### src/rtl/snn_pkg.sv
// Shared types and helpers for the SNN input/neuron datapath.
// Holds the encoder state type and the spike-to-data mapping.
package snn_pkg;

    localparam int DATA_W = 8;

    typedef enum logic [1:0] {
        ENC_IDLE = 2'd0,
        ENC_RUN  = 2'd1,
        ENC_DONE = 2'd2
    } enc_state_t;

    function automatic logic [DATA_W-1:0] spike_out(
        input logic              spike,
        input logic [DATA_W-1:0] val
    );
        return spike ? val : '0;
    endfunction

endpackage

### src/rtl/rate_enc_channel.sv
// One sigma-delta rate-coding channel: pixel register, accumulator, add.
// The spike is the carry out of acc + pix for the current timestep.
module rate_enc_channel
    import snn_pkg::*;
#(
    parameter logic [DATA_W-1:0] ACC_INIT = 8'd0
) (
    input  logic              clk,
    input  logic              rst,
    input  logic              load,
    input  logic              step,
    input  logic [DATA_W-1:0] pix,
    output logic              spike
);

    logic [DATA_W-1:0] pix_q;
    logic [DATA_W-1:0] acc;
    logic [DATA_W:0]   sum;

    assign sum   = {1'b0, acc} + {1'b0, pix_q};
    assign spike = sum[DATA_W];

    // Capture the pixel at window start; integrate once per timestep.
    always_ff @(posedge clk or posedge rst) begin
        if (rst) begin
            pix_q <= '0;
            acc   <= '0;
        end else if (load) begin
            pix_q <= pix;
            acc   <= ACC_INIT;
        end else if (step) begin
            acc <= sum[DATA_W-1:0];
        end
    end

endmodule

### src/rtl/spike_rate_encoder.sv
// Three-channel rate-coded spike encoder feeding the middle neuron layer.
// Emits NUM_STEPS timesteps per window, one per clock, then a done pulse.
module spike_rate_encoder
    import snn_pkg::*;
#(
    parameter int                NUM_STEPS = 256,
    parameter logic [DATA_W-1:0] SPIKE_VAL = 8'd1,
    parameter logic [DATA_W-1:0] ACC_INIT  = 8'd0
) (
    input  logic              i_clk,
    input  logic              i_rst,
    input  logic              i_start,
    input  logic              i_stop,
    input  logic [DATA_W-1:0] i_pix0,
    input  logic [DATA_W-1:0] i_pix1,
    input  logic [DATA_W-1:0] i_pix2,
    output logic [DATA_W-1:0] o_data0,
    output logic [DATA_W-1:0] o_data1,
    output logic [DATA_W-1:0] o_data2,
    output logic              o_valid,
    output logic              o_busy,
    output logic              o_done
);

    localparam int CW = $clog2(NUM_STEPS + 1);
    localparam logic [CW-1:0] LAST = CW'(NUM_STEPS - 1);

    enc_state_t        state;
    enc_state_t        next;
    logic              load;
    logic              run;
    logic              emit;
    logic [CW-1:0]     step_cnt;
    logic [2:0]        spike;
    logic [DATA_W-1:0] pix [3];

    assign pix[0] = i_pix0;
    assign pix[1] = i_pix1;
    assign pix[2] = i_pix2;

    for (genvar c = 0; c < 3; c++) begin : g_ch
        rate_enc_channel #(
            .ACC_INIT (ACC_INIT)
        ) u_ch (
            .clk   (i_clk),
            .rst   (i_rst),
            .load  (load),
            .step  (run),
            .pix   (pix[c]),
            .spike (spike[c])
        );
    end

    // A stop in the same cycle as the final step aborts without done.
    assign emit = run && !i_stop;

    // State register.
    always_ff @(posedge i_clk or posedge i_rst) begin
        if (i_rst) begin
            state <= ENC_IDLE;
        end else begin
            state <= next;
        end
    end

    // Next-state and control decode.
    always_comb begin
        next = state;
        load = 1'b0;
        run  = 1'b0;
        unique case (state)
            ENC_IDLE: begin
                if (i_start) begin
                    next = ENC_RUN;
                    load = 1'b1;
                end
            end
            ENC_RUN: begin
                run = 1'b1;
                if (i_stop) begin
                    next = ENC_IDLE;
                end else if (step_cnt == LAST) begin
                    next = ENC_DONE;
                end
            end
            ENC_DONE: begin
                next = ENC_IDLE;
            end
            default: begin
                next = ENC_IDLE;
            end
        endcase
    end

    // Timestep counter, cleared when a window is accepted.
    always_ff @(posedge i_clk or posedge i_rst) begin
        if (i_rst) begin
            step_cnt <= '0;
        end else if (load) begin
            step_cnt <= '0;
        end else if (run) begin
            step_cnt <= step_cnt + 1'b1;
        end
    end

    // Registered outputs: spike data, valid, busy and done pulse.
    always_ff @(posedge i_clk or posedge i_rst) begin
        if (i_rst) begin
            o_data0 <= '0;
            o_data1 <= '0;
            o_data2 <= '0;
            o_valid <= 1'b0;
            o_busy  <= 1'b0;
            o_done  <= 1'b0;
        end else begin
            o_busy <= (next != ENC_IDLE);
            o_done <= (state == ENC_DONE);
            if (emit) begin
                o_data0 <= spike_out(spike[0], SPIKE_VAL);
                o_data1 <= spike_out(spike[1], SPIKE_VAL);
                o_data2 <= spike_out(spike[2], SPIKE_VAL);
                o_valid <= 1'b1;
            end else begin
                o_data0 <= '0;
                o_data1 <= '0;
                o_data2 <= '0;
                o_valid <= 1'b0;
            end
        end
    end

endmodule

### config.mk
export PLATFORM = sky130hd
export DESIGN_NAME = spike_rate_encoder
export DESIGN_NICKNAME = d
export VERILOG_FILES = /design/src/rtl/snn_pkg.sv /design/src/rtl/rate_enc_channel.sv /design/src/rtl/spike_rate_encoder.sv
export SDC_FILE = /design/constraint.sdc
export NUM_CORES = 1
export LEC_CHECK = 0
export ABC_AREA = 1
export BUFFER_PORTS_ARGS = -buffer_cell sky130_fd_sc_hd__buf_2
export CELL_PAD_IN_SITES_DETAIL_PLACEMENT = 0
export CELL_PAD_IN_SITES_GLOBAL_PLACEMENT = 1
export CORE_UTILIZATION = 46
export DETAILED_ROUTE_END_ITERATION = 10
export HOLD_SLACK_MARGIN = 0.08
export PLACE_DENSITY = 0.91
export SLEW_MARGIN = 20
export SYNTH_ARGS = -nofsm -noshare
export SYNTH_HDL_FRONTEND = slang
export SYNTH_HIERARCHICAL = 1
export SYNTH_SLANG_ARGS = --single-unit
### constraint.sdc
create_clock -name i_clk -period 3.3 [get_ports i_clk]
set_input_delay 0.99 -clock i_clk [delete_from_list [all_inputs] [get_ports i_clk]]
set_output_delay 0.99 -clock i_clk [all_outputs]
set_load 0.1 [all_outputs]
After elaboration in Yosys (flattened, before gate mapping)
Index checks and enable logic that the tools add are counted.

Register bits after elaboration: 86. Logic and storage cells: 48.

$add $sub $neg: 4. Equality and inequality tests: 3. Muxes and demuxes: 22. Reductions and logical operators: 5.

Operators by type and width (count): $mux 8 (6); $add 8x8->9 (3); $mux 9 (2); $mux 1 (10); $add 9x1->9 const B (1); $eq 9x8->1 const B (1); $mux 2 (3); $pmux 2 s2 (1); $reduce_bool 2->1 (2); $eq 2x1->1 const B (1); $eq 2x2->1 const B (1); $logic_not 2->1 (1); $logic_and 1x1->1 (1); $logic_not 1->1 (1).

Depth between registers and ports, before layout
Depth after elaboration: 5. Mapped depth: 11. Gate-level depth less buffers: 11.

By module
Netlist, hierarchy kept.

By module, submodules not included: rate_enc_channel (g_ch[1].u_ch ...) (instances 2, cells each 124, area an instance 969.7 um2, seq. area each 400.4 um2); rate_enc_channel (g_ch[0].u_ch) (instances 1, cells each 126, area an instance 975.9 um2, seq. area each 400.4 um2); spike_rate_encoder (instances 1, cells each 111, area an instance 914.6 um2, seq. area each 425.4 um2).

Least setup slack after synthesis
OpenSTA, ideal clock, no wires.

Kind: input-to-reg. Start: input i_start. End: register g_ch[1].u_ch.acc[3]. Library setup time: 76 ps. Arrival time: 1998 ps. Slack: 1226 ps. Stages: 6. Path buffers: 0. Path through: nand3_2 -> inv_1 -> nor2_4 -> nor2_4 -> nand2_1 -> o21ai_1.

Word-level cells in the longest chain between the ends: 3. Elaborated cells between the ends (all ways): 4.

Ends and longest elaborated chain: from (decl) (line spike_rate_encoder.sv:12) `input logic i_start,`; $mux 1 * (line spike_rate_encoder.sv:73) `if (i_start) begin`; $mux 1 * (line spike_rate_encoder.sv:71) `unique case (state)`; via load (line spike_rate_encoder.sv:30) `logic load;`; $mux 8 / $reduce_bool 2->1 (equally long branches); to (signal assigned) (line rate_enc_channel.sv:32) `acc <= sum[DATA_W-1:0];`; to (decl) (line rate_enc_channel.sv:17) `logic [DATA_W-1:0] acc;`.

The timed path passes the listed nets; every way through them passes the cells marked *. A chain may end at the register's enable or synchronous reset.

Worst setup path after layout
Start: input i_start. End: register g_ch[1].u_ch.acc[2].

The elaborated chain is that of the path after synthesis.

==> impl_results.md <==
- Clock latency on the worst-skew pair: 0.34 ns
- Remaining routing DRC violations: 0
- Max stage delay on crit path: 0.50 ns
- Design area: 0.00423 mm^2
- Fmax: 461 MHz
- Cell variety after synth: 29
- Final setup vio count: 0
- Family with the most delay on the worst path: buffers and inverters
- Chip height: 93.2 um
- Starting density of the core: 48.6%
- Clock transition at the registers of the reported paths: 0.07 ns
- Max rail drop VDD: 0.000428 V
- Width of the die: 93.2 um
- Setup crit end kind: flop
- Number of nets still failing antenna checks after routing: 0
- Post-layout minimum cycle time: 2.17 ns
- Clock tree from TritonCTS: done
- Critical Path, Cell by Cell: buf_2 > nand3_2 > inv_1 > buf_4 > nor2_4 > a32o_1
- Tightest Pin Transition: 0.644 ns
- Syn Area/Cell: 7.90 um^2
- CTS H-tree lvls: 3
- Worst min-delay path class: flop to flop
- Pre-antenna DRT Iters: 5
- Post-CTS setup buffer count: 0
- Worst setup margin: 1.13 ns
- Total clock sinks: 65
- Post-Route WL: 7.11 mm
- Initial antenna violation count: 0
- Floorplan row count: 32
- Detail-routed via count per cell: 4.73
- Final Cycle Share: 65.7%
- Total die area: 0.00869 mm^2
- Cell area power density: 785 mW/mm^2
- Maximum clock path buffer count: 2
- Instance count of the mapped netlist: 485
- # nets final: 583
- Share of synthesized area occupied by flip-flops and latches: 42.5%
- Flip-flop and latch area: 0.00163 mm^2
- Number of primary I/O pins: 55
- Critical path buffer and inverter count: 3
- Overflow left after global routing: 0
- Cell type of the slowest stage on the worst timing path: sky130_fd_sc_hd__inv_1
- Area growth syn-to-layout: 10.5%
- Worst setup slack before clock tree synthesis: 0.741 ns
- Filler Cell Count: 770
- Core Footprint: 0.00789 mm^2
- CP startpoint kind: primary input
- Footprint of the multi-input gates: 0.00188 mm^2
- Setup TNS: 0 ns
- Unrepaired setup endpoints after global routing: false
- Number of global-route vias before repair: 2863
- Warnings from Yosys: 6
- Global router's overall resource usage: 18.7%
- Share of final-layout standard cells stronger than drive strength 1: 12.4%
- Critical Path AT: 2.39 ns
- Worst Path Required: 3.52 ns
- Outcome: finished clean
- Gpl congestion: 0.821
- Total placed instance area: 0.00404 mm^2
- Worst max-slew margin expressed relative to the limit: 57.0%
- Number of diodes added for antenna fixing: 0
- Quantity of hold-fixing buffers added after cts: 0
- Number of buffers created by CTS: 9
- Worst-case reg-to-reg path depth: 6
- Max-slew violation count: 0
- Hold path depth: 2
- WL/cell: 11.2 um
- Critical path peak fanout: 17
- Wire length of the first global-routing pass: 12.7 mm
- Iter 0 DRT Violations: 92
- Root buffer cell: sky130_fd_sc_hd__clkbuf_8
- Critical path class: primary input to flop
- Largest net degree at the start of global routing: 18
- Worst Clk Skew: 0.0126 ns
- Max-cap violations: 0
- Input/output buffers: 33
- Detailed placer's ending HPWL: 5.42 mm
- Stages on worst setup path: 6
- Post-CTS resize count: 0
- Hold Fails Final Rpt: 0
- Via count: 2996
- Static Leakage: 2.39 nW
- Cell area after technology mapping: 0.00383 mm^2
- Flip-flop and latch count after synthesis: 65
[power by group]
| part | switching, mW | internal (mW) | leakage, nW |
|---|---|---|---|
| sequential | 0.147 | 1.02 | 0.826 |
| clock | 0.298 | 0.367 | 0.0953 |
| combinational | 0.943 | 0.544 | 1.47 |
[cells by family after synthesis]
kind of cell	synth area share (%)
AO/OA/AOI/OAI	5.36
buffers and inverters	10.5
flip-flops	42.5
adder cells (fa/ha/maj)	10.1
other	0.0979
AND/OR/NAND/NOR	31.5
[worst register-to-register path, stage by stage, from the launching register on]
cell,delay [ns]
sky130_fd_sc_hd__dfrtp_1,0.41
sky130_fd_sc_hd__inv_2,0.08
sky130_fd_sc_hd__nand3_2,0.15
sky130_fd_sc_hd__inv_1,0.50
sky130_fd_sc_hd__buf_4,0.33
sky130_fd_sc_hd__nor2_4,0.09
sky130_fd_sc_hd__a32o_1,0.24
[synth_stat cells (all sizes together)]
library cell,number,area share (%)
nand3,35,4.7
inv,59,5.8
o22ai,1,0.16
o31ai,3,0.59
buf,25,4.6
nand4,4,0.65
nor2,27,3.9
dfrtp,65,42
and3,1,0.16
a22o,3,0.69
or2,10,1.6
ha,26,8.5
and2,3,0.69
nand2,181,18
o21ai,11,1.4
conb,1,0.098
a32o,3,0.78
clkinv,1,0.098
fa,3,1.6
nand3b,10,2.0
a21oi,13,1.7
[layout make-up]
class / instances / share of cell area (%)
multi-input combinational: 355 / 44.3
sequential: 65 / 38.4
inverter: 60 / 5.32
timing repair buffer: 35 / 4.26
clock buffer: 11 / 3.34
tap: 102 / 3.02
clock inverter: 5 / 1.30
[placed cells by master (no fill, tap or decap), types with 4 or more instances in the layout]
cell                       instances
sky130_fd_sc_hd__nor2_1           20
sky130_fd_sc_hd__o21ai_1           7
sky130_fd_sc_hd__inv_1            55
sky130_fd_sc_hd__nand3_1          34
sky130_fd_sc_hd__buf_2            33
sky130_fd_sc_hd__or2_1             7
sky130_fd_sc_hd__clkbuf_8         10
sky130_fd_sc_hd__o21ai_0           4
sky130_fd_sc_hd__ha_1             26
sky130_fd_sc_hd__nand3b_1         10
sky130_fd_sc_hd__nor2_4            6
sky130_fd_sc_hd__nand4_1           4
sky130_fd_sc_hd__a21oi_1          13
sky130_fd_sc_hd__dfrtp_1          65
sky130_fd_sc_hd__nand2_1         180
sky130_fd_sc_hd__inv_2             4
sky130_fd_sc_hd__conb_1           21
[per-stage QoR]
| stage | hold slack (ns) | util (%) | power, mW | std cells |
|---|---|---|---|---|
| 2_1_floorplan | 0.448 | - | 2.39 | 505 |
| 3_3_place_gp | 0.464 | 51.2 | 2.63 | 617 |
| 3_5_place_dp | 0.471 | 51.2 | 2.67 | 617 |
| 4_1_cts | 0.489 | 53.6 | 3.35 | 633 |
| 5_1_grt | 0.500 | 53.6 | 3.65 | 633 |
| 6_report | 0.485 | 53.6 | 3.32 | 633 |
[routing by layer]
layer	vias up	part of all wire [%]	wire length (um)	track usage (%)
li1	1576	-	-	-
met1	1350	49	3490	24.9
met2	61	45	3220	30.1
met3	9	4.2	298	5.20
met4	0	1.3	94	5.13
met5	-	0	0	0
[registers in the layout, summed over array words and instances, names as in the netlist]
signal / flops
g_ch.u_ch/acc: 24
g_ch.u_ch/pix_q: 24
o_busy: 1
o_data0: 1
o_data1: 1
o_data2: 1
o_done: 1
o_valid: 1
state: 2
step_cnt: 9
[worst paths after layout]
path / to / startpoint / slack [ns]
max in group asynchronous: g_ch[2].u_ch/acc[1]$_DFFE_PP0P_ / i_rst / 2.11
max reg2reg: g_ch[1].u_ch/acc[2]$_DFFE_PP0P_ / state[0]$_DFF_PP0_ / 1.37
min: g_ch[2].u_ch/acc[5]$_DFFE_PP0P_ / g_ch[2].u_ch/acc[5]$_DFFE_PP0P_ / 0.48
min reg2reg: g_ch[2].u_ch/acc[5]$_DFFE_PP0P_ / g_ch[2].u_ch/acc[5]$_DFFE_PP0P_ / 0.48
max: g_ch[1].u_ch/acc[2]$_DFFE_PP0P_ / i_start / 1.13
min in group asynchronous: g_ch[0].u_ch/acc[6]$_DFFE_PP0P_ / i_rst / 0.75
Note: power is estimated with default switching activity, not from simulation.
